==> config.mk <==
export PLATFORM = sky130hd
export DESIGN_NAME = dense2_bias_apply_argmax
export DESIGN_NICKNAME = d
export VERILOG_FILES = /design/src/rtl/dense2_bias_apply_argmax.sv
export SDC_FILE = /design/constraint.sdc
export NUM_CORES = 1
export LEC_CHECK = 0
export ABC_AREA = 1
export CAP_MARGIN = 10
export CORE_UTILIZATION = 25
export CTS_BUF_LIST = sky130_fd_sc_hd__clkbuf_4
export DETAILED_ROUTE_END_ITERATION = 8
export MAX_ROUTING_LAYER = met4
export PLACE_DENSITY = 0.49
export SLEW_MARGIN = 15
export SYNTH_ARGS = -nofsm -noshare
export SYNTH_HDL_FRONTEND = slang
export SYNTH_SLANG_ARGS = --single-unit
==> constraint.sdc <==
create_clock -name clk -period 8.65 [get_ports clk]
set_clock_uncertainty 0.1 [all_clocks]
set_input_delay 1.73 -clock clk [delete_from_list [all_inputs] [get_ports clk]]
set_output_delay 1.73 -clock clk [all_outputs]
set_load 0.01 [all_outputs]
==> src/rtl/dense2_bias_apply_argmax.sv <==
`default_nettype none
// ============================================================================
// Module : dense2_bias_apply_argmax
// Adds each class bias to its dense-2 accumulator, requantises to int8,
// streams the logits and reports the argmax class once per frame.
// Rev    : 1.0
// ============================================================================
module dense2_bias_apply_argmax #(
   parameter int ACC_W       = 24,
   parameter int BIAS_SHIFT  = 8,
   parameter int OUT_SHIFT   = 8,
   parameter int NUM_CLASSES = 9
) (
   input  logic                    clk,
   input  logic                    rst,
   input  logic                    i_acc_valid,
   input  logic signed [ACC_W-1:0] i_acc_data,
   output logic                    o_acc_ready,
   output logic [3:0]              o_bias_addr,
   input  logic signed [7:0]       i_bias_data,
   output logic                    o_out_valid,
   output logic signed [7:0]       o_out_data,
   output logic [3:0]              o_out_idx,
   output logic                    o_out_last,
   input  logic                    i_out_ready,
   output logic                    o_class_valid,
   output logic [3:0]              o_class_id,
   output logic signed [7:0]       o_class_score
);
   localparam int SUM_W = ACC_W + 1;
   localparam int RND_W = SUM_W + 1;
   localparam logic [3:0]              c_LAST_IDX = 4'(NUM_CLASSES - 1);
   localparam logic signed [RND_W-1:0] c_RND      = RND_W'(2 ** (OUT_SHIFT - 1));
   localparam logic signed [RND_W-1:0] c_Q_MAX    = RND_W'(127);
   localparam logic signed [RND_W-1:0] c_Q_MIN    = RND_W'(-128);

   typedef enum logic [0:0] {
      S_RUN  = 1'b0,
      S_DONE = 1'b1
   } state_t;

   state_t            r_state;
   logic [3:0]        r_idx;
   logic signed [7:0] r_best;
   logic [3:0]        r_best_idx;

   logic                    w_accept;
   logic signed [SUM_W-1:0] w_bias_al;
   logic signed [SUM_W-1:0] w_sum;
   logic signed [RND_W-1:0] w_r;
   logic signed [7:0]       w_q;
   logic                    w_take;
   logic signed [7:0]       w_best_nxt;
   logic [3:0]              w_best_idx_nxt;

   assign o_acc_ready = (r_state == S_RUN) && (!o_out_valid || i_out_ready);
   assign o_bias_addr = r_idx;
   assign w_accept    = i_acc_valid && o_acc_ready;

   assign w_bias_al = $signed({{(SUM_W-8){i_bias_data[7]}}, i_bias_data}) <<< BIAS_SHIFT;
   assign w_sum     = $signed({i_acc_data[ACC_W-1], i_acc_data}) + w_bias_al;
   // Extra headroom bit so the rounding offset can never wrap the sum.
   assign w_r       = ($signed({w_sum[SUM_W-1], w_sum}) + c_RND) >>> OUT_SHIFT;

   always_comb begin
      if (w_r > c_Q_MAX) begin
         w_q = 8'sh7F;
      end else if (w_r < c_Q_MIN) begin
         w_q = 8'sh80;
      end else begin
         w_q = w_r[7:0];
      end
   end

   // Strict compare keeps the lower index on ties.
   assign w_take         = (r_idx == 4'd0) || (w_q > r_best);
   assign w_best_nxt     = w_take ? w_q   : r_best;
   assign w_best_idx_nxt = w_take ? r_idx : r_best_idx;

   always_ff @(posedge clk) begin
      if (rst) begin
         r_state       <= S_RUN;
         r_idx         <= 4'd0;
         r_best        <= 8'sd0;
         r_best_idx    <= 4'd0;
         o_out_valid   <= 1'b0;
         o_out_data    <= 8'sd0;
         o_out_idx     <= 4'd0;
         o_out_last    <= 1'b0;
         o_class_valid <= 1'b0;
         o_class_id    <= 4'd0;
         o_class_score <= 8'sd0;
      end else begin
         o_class_valid <= 1'b0;
         if (r_state == S_DONE) begin
            r_state <= S_RUN;
         end
         if (w_accept) begin
            o_out_valid <= 1'b1;
            o_out_data  <= w_q;
            o_out_idx   <= r_idx;
            o_out_last  <= (r_idx == c_LAST_IDX);
            r_best      <= w_best_nxt;
            r_best_idx  <= w_best_idx_nxt;
            if (r_idx == c_LAST_IDX) begin
               r_idx         <= 4'd0;
               r_state       <= S_DONE;
               o_class_valid <= 1'b1;
               o_class_id    <= w_best_idx_nxt;
               o_class_score <= w_best_nxt;
            end else begin
               r_idx <= r_idx + 4'd1;
            end
         end else if (i_out_ready) begin
            o_out_valid <= 1'b0;
         end
      end
   end
endmodule
`default_nettype wire

==> impl_metrics.yaml <==
outcome:
  outcome: "finished, final reports clean"
timing:
  finalCriticalPeriod_ps: 6230
  finalCritPeriodShare_pct: 72.0
  rsz0062_at_grt: "no"
  worst_pin_slew_ps: 903
  hold_viol_final: 0
  finalSetupTns_ps: 0
  fmax_mhz: 161
  setup_viol: 0
  slew_viol_final: 0
  maxSlewHeadroom_pct: 39.4
logic_synthesis:
  synth_nets: 605
  synth_area_leaders: "dfxtp_1 26%, nand2_1 21%, inv_1 11%"
  synth_cell_type_count: 32
  synth_seq_cells: 43
  async_reset_ff_share_pct: 0
  ys_seq_area_share_pct: 26.0
  synthesis.instances: 542
  synth_edf_count: 0
  syn_area_mm2: 0.00331
  yosysTopAreaCellShare_pct: 26.0
  ys.flop_type: "dfxtp_1"
  synth.most_common_cell: "nand2_1"
  yosysWarnings: 0
  syn_area_per_cell_um2: 6.11
  yosysTopAreaCell: "dfxtp_1"
  synthTopCellsByCount: "182 x nand2_1, 101 x inv_1, 43 x dfxtp_1, 31 x a21oi_1, 28 x o21ai_0"
setup_path:
  path_buf_inv: 5
  max_stage_delay_ps: 600
  arrival_ps: 6380
  endpoint_kind: "flip-flop"
  worst-path-max-fanout: 21
  start_kind: "primary input"
  crit_top_cell: "nand2_1"
  cp_slowest_cell: "clkdlybuf4s50_1"
  cp_top_family: "simple AND/OR/NAND/NOR gates"
  critPathKind: "primary input to flip-flop"
  cp.required_ps: 8810
global_routing:
  first_global_vias: 3143
  use_met2_pct: 21.5
  grt-busiest-layer: "met2"
  groute.layer.met3.usage_pct: 1.54
  overflow: 0
  grt_first_pass_wirelength_um: 14500
  grt_max_degree: 37
  grt_use_total_pct: 13.7
  use_met1_pct: 19.1
  grt_antenna_before_repair: 0
cts:
  cts_sinks: 43
  ctsResizeCount: 0
  cts-root-buf: "clkbuf_4"
  clk_latency_ps: 340
  cts_buffers: 5
  clk_pin_slew_ps: 120
  htreeDepth: 2
  postCtsHoldBufs: 0
  cts_buffer_depth: 2
  post_cts.repair.setup_buffers: 0
  cts_tree: "done"
floorplanning:
  start_util_pct: 25.9
  die_x_um: 117
  pin_count: 68
  die_height_um: 117
  dieArea_mm2: 0.0137
  rows: 41
  core-area_mm2: 0.0128
pwr:
  peakVddDrop_uv: 71.8
  p_per_area_mw_per_mm2: 141
  p_leak_uw: 0.00211
detailed_routing:
  post_drt_via_cell_ratio: 4.30
  dr.pass1.iters: 5
  wire_per_inst_um: 11.0
  final_antenna_net_count: 0
  vias: 3309
  routed_wl_um: 8470
  first_iter_violations: 182
  remaining_drc_errors: 0
placed_design:
  gp_congestion: 0.860
  place_hpwl_um: 6820
  port_buffers: 60
  dp_cells: 762
final_layout:
  stdcell_count: 769
  nFillCells: 1400
  drive_above_1_share_pct: 4.19
  antenna_cells: 0
  area_delta_synth_final_pct: 25.0
  nets: 660
flow_run:
  cap_viol_max_count: 0
min_path:
  hp-class: "flip-flop to flip-flop"
## tightest hold or removal path, cell delays in order (launching register included)
cell	delay, ps
dfxtp_1	330
nand2_1	60
o21ai_1	50
## registers in the layout, indices dropped and copies added (netlist names)
| name | flops |
|---|---|
| r_state | 1 |
| o_class_id | 4 |
| o_out_valid | 1 |
| r_best_idx | 4 |
| o_bias_addr | 4 |
| r_best | 8 |
| o_out_data | 8 |
| o_out_idx | 4 |
| o_out_last | 1 |
| o_class_score | 8 |
## power breakdown
part	switching, µW	internal, µW	leakage, µW
registers	6.96	211	0.000353
clock network	63.4	62.8	0.0000417
logic	149	90.9	0.00172
## per-layer routing
| layer | share of wire (%) | vias up |
|---|---|---|
| met1 | 53 | 1429 |
| li1 | - | 1810 |
| met3 | 2.8 | 6 |
| met5 | 0 | - |
| met4 | 0.73 | 0 |
| met2 | 44 | 64 |
## area by class of cell
cell class | instances | area [µm²] | share of cell area (%)
multi-input combinational | 385 | 2010 | 48.5
sequential | 43 | 861 | 20.8
timing repair buffer | 60 | 601 | 14.5
inverter | 102 | 383 | 9.24
tap | 172 | 215 | 5.20
clock buffer | 6 | 45.0 | 1.09
clock inverter | 1 | 30.0 | 0.725
## final timing paths
kind                          from          endpoint  slack, ps  cells past startpoint
setup / recovery     i_acc_data[7]         r_best[7]       2420                     28
hold / removal    o_class_score[4]  o_class_score[4]        360                      2
setup reg to reg       o_out_valid    o_bias_addr[3]       5770                      9
hold reg to reg   o_class_score[4]  o_class_score[4]        360                      2
## layout by cell type, fill, tap and decap left out
cell type / n
nand4_1: 12
xor2_1: 6
bufinv_16: 1
a31oi_1: 1
nor2_2: 3
and2_1: 2
o211ai_1: 4
o21a_1: 3
o21ai_0: 28
o21ai_1: 7
inv_1: 101
nor2_4: 1
o21bai_1: 8
a221oi_1: 1
nand2_1: 182
dfxtp_1: 43
or2_2: 1
clkbuf_4: 6
or2_1: 1
fa_1: 1
a21oi_1: 31
xnor2_1: 1
ha_1: 26
nor2_1: 23
clkinv_1: 1
nor3_1: 4
nand2_2: 10
nand3_2: 3
clkdlybuf4s50_1: 60
nand3_1: 26
## logic make-up after synthesis
kind of cell / count (synthesis) / share of synthesized area [%]
AO/OA/AOI/OAI: 83 / 13.8
XOR/XNOR: 7 / 1.85
adder cells (fa/ha/maj): 27 / 10.4
buffers and inverters: 114 / 13.4
flip-flops: 43 / 26.0
AND/OR/NAND/NOR: 268 / 34.5
## metrics by stage
step / setup WS (ps) / util [%] / cell area, µm² / hold slack, ps / total power (µW)
final: 2420 / 32.4 / 4140 / 363 / 584
after global routing: 1840 / 32.4 / 4140 / 387 / 637
after CTS: 2460 / 32.4 / 4140 / 369 / 591
after detailed placement: 2100 / 31.8 / 4070 / 349 / 463
after global placement: 2100 / 31.8 / 4070 / 345 / 462
after floorplan: 3810 / - / 3310 / 376 / 392
Power figures use the tool's default switching activity.
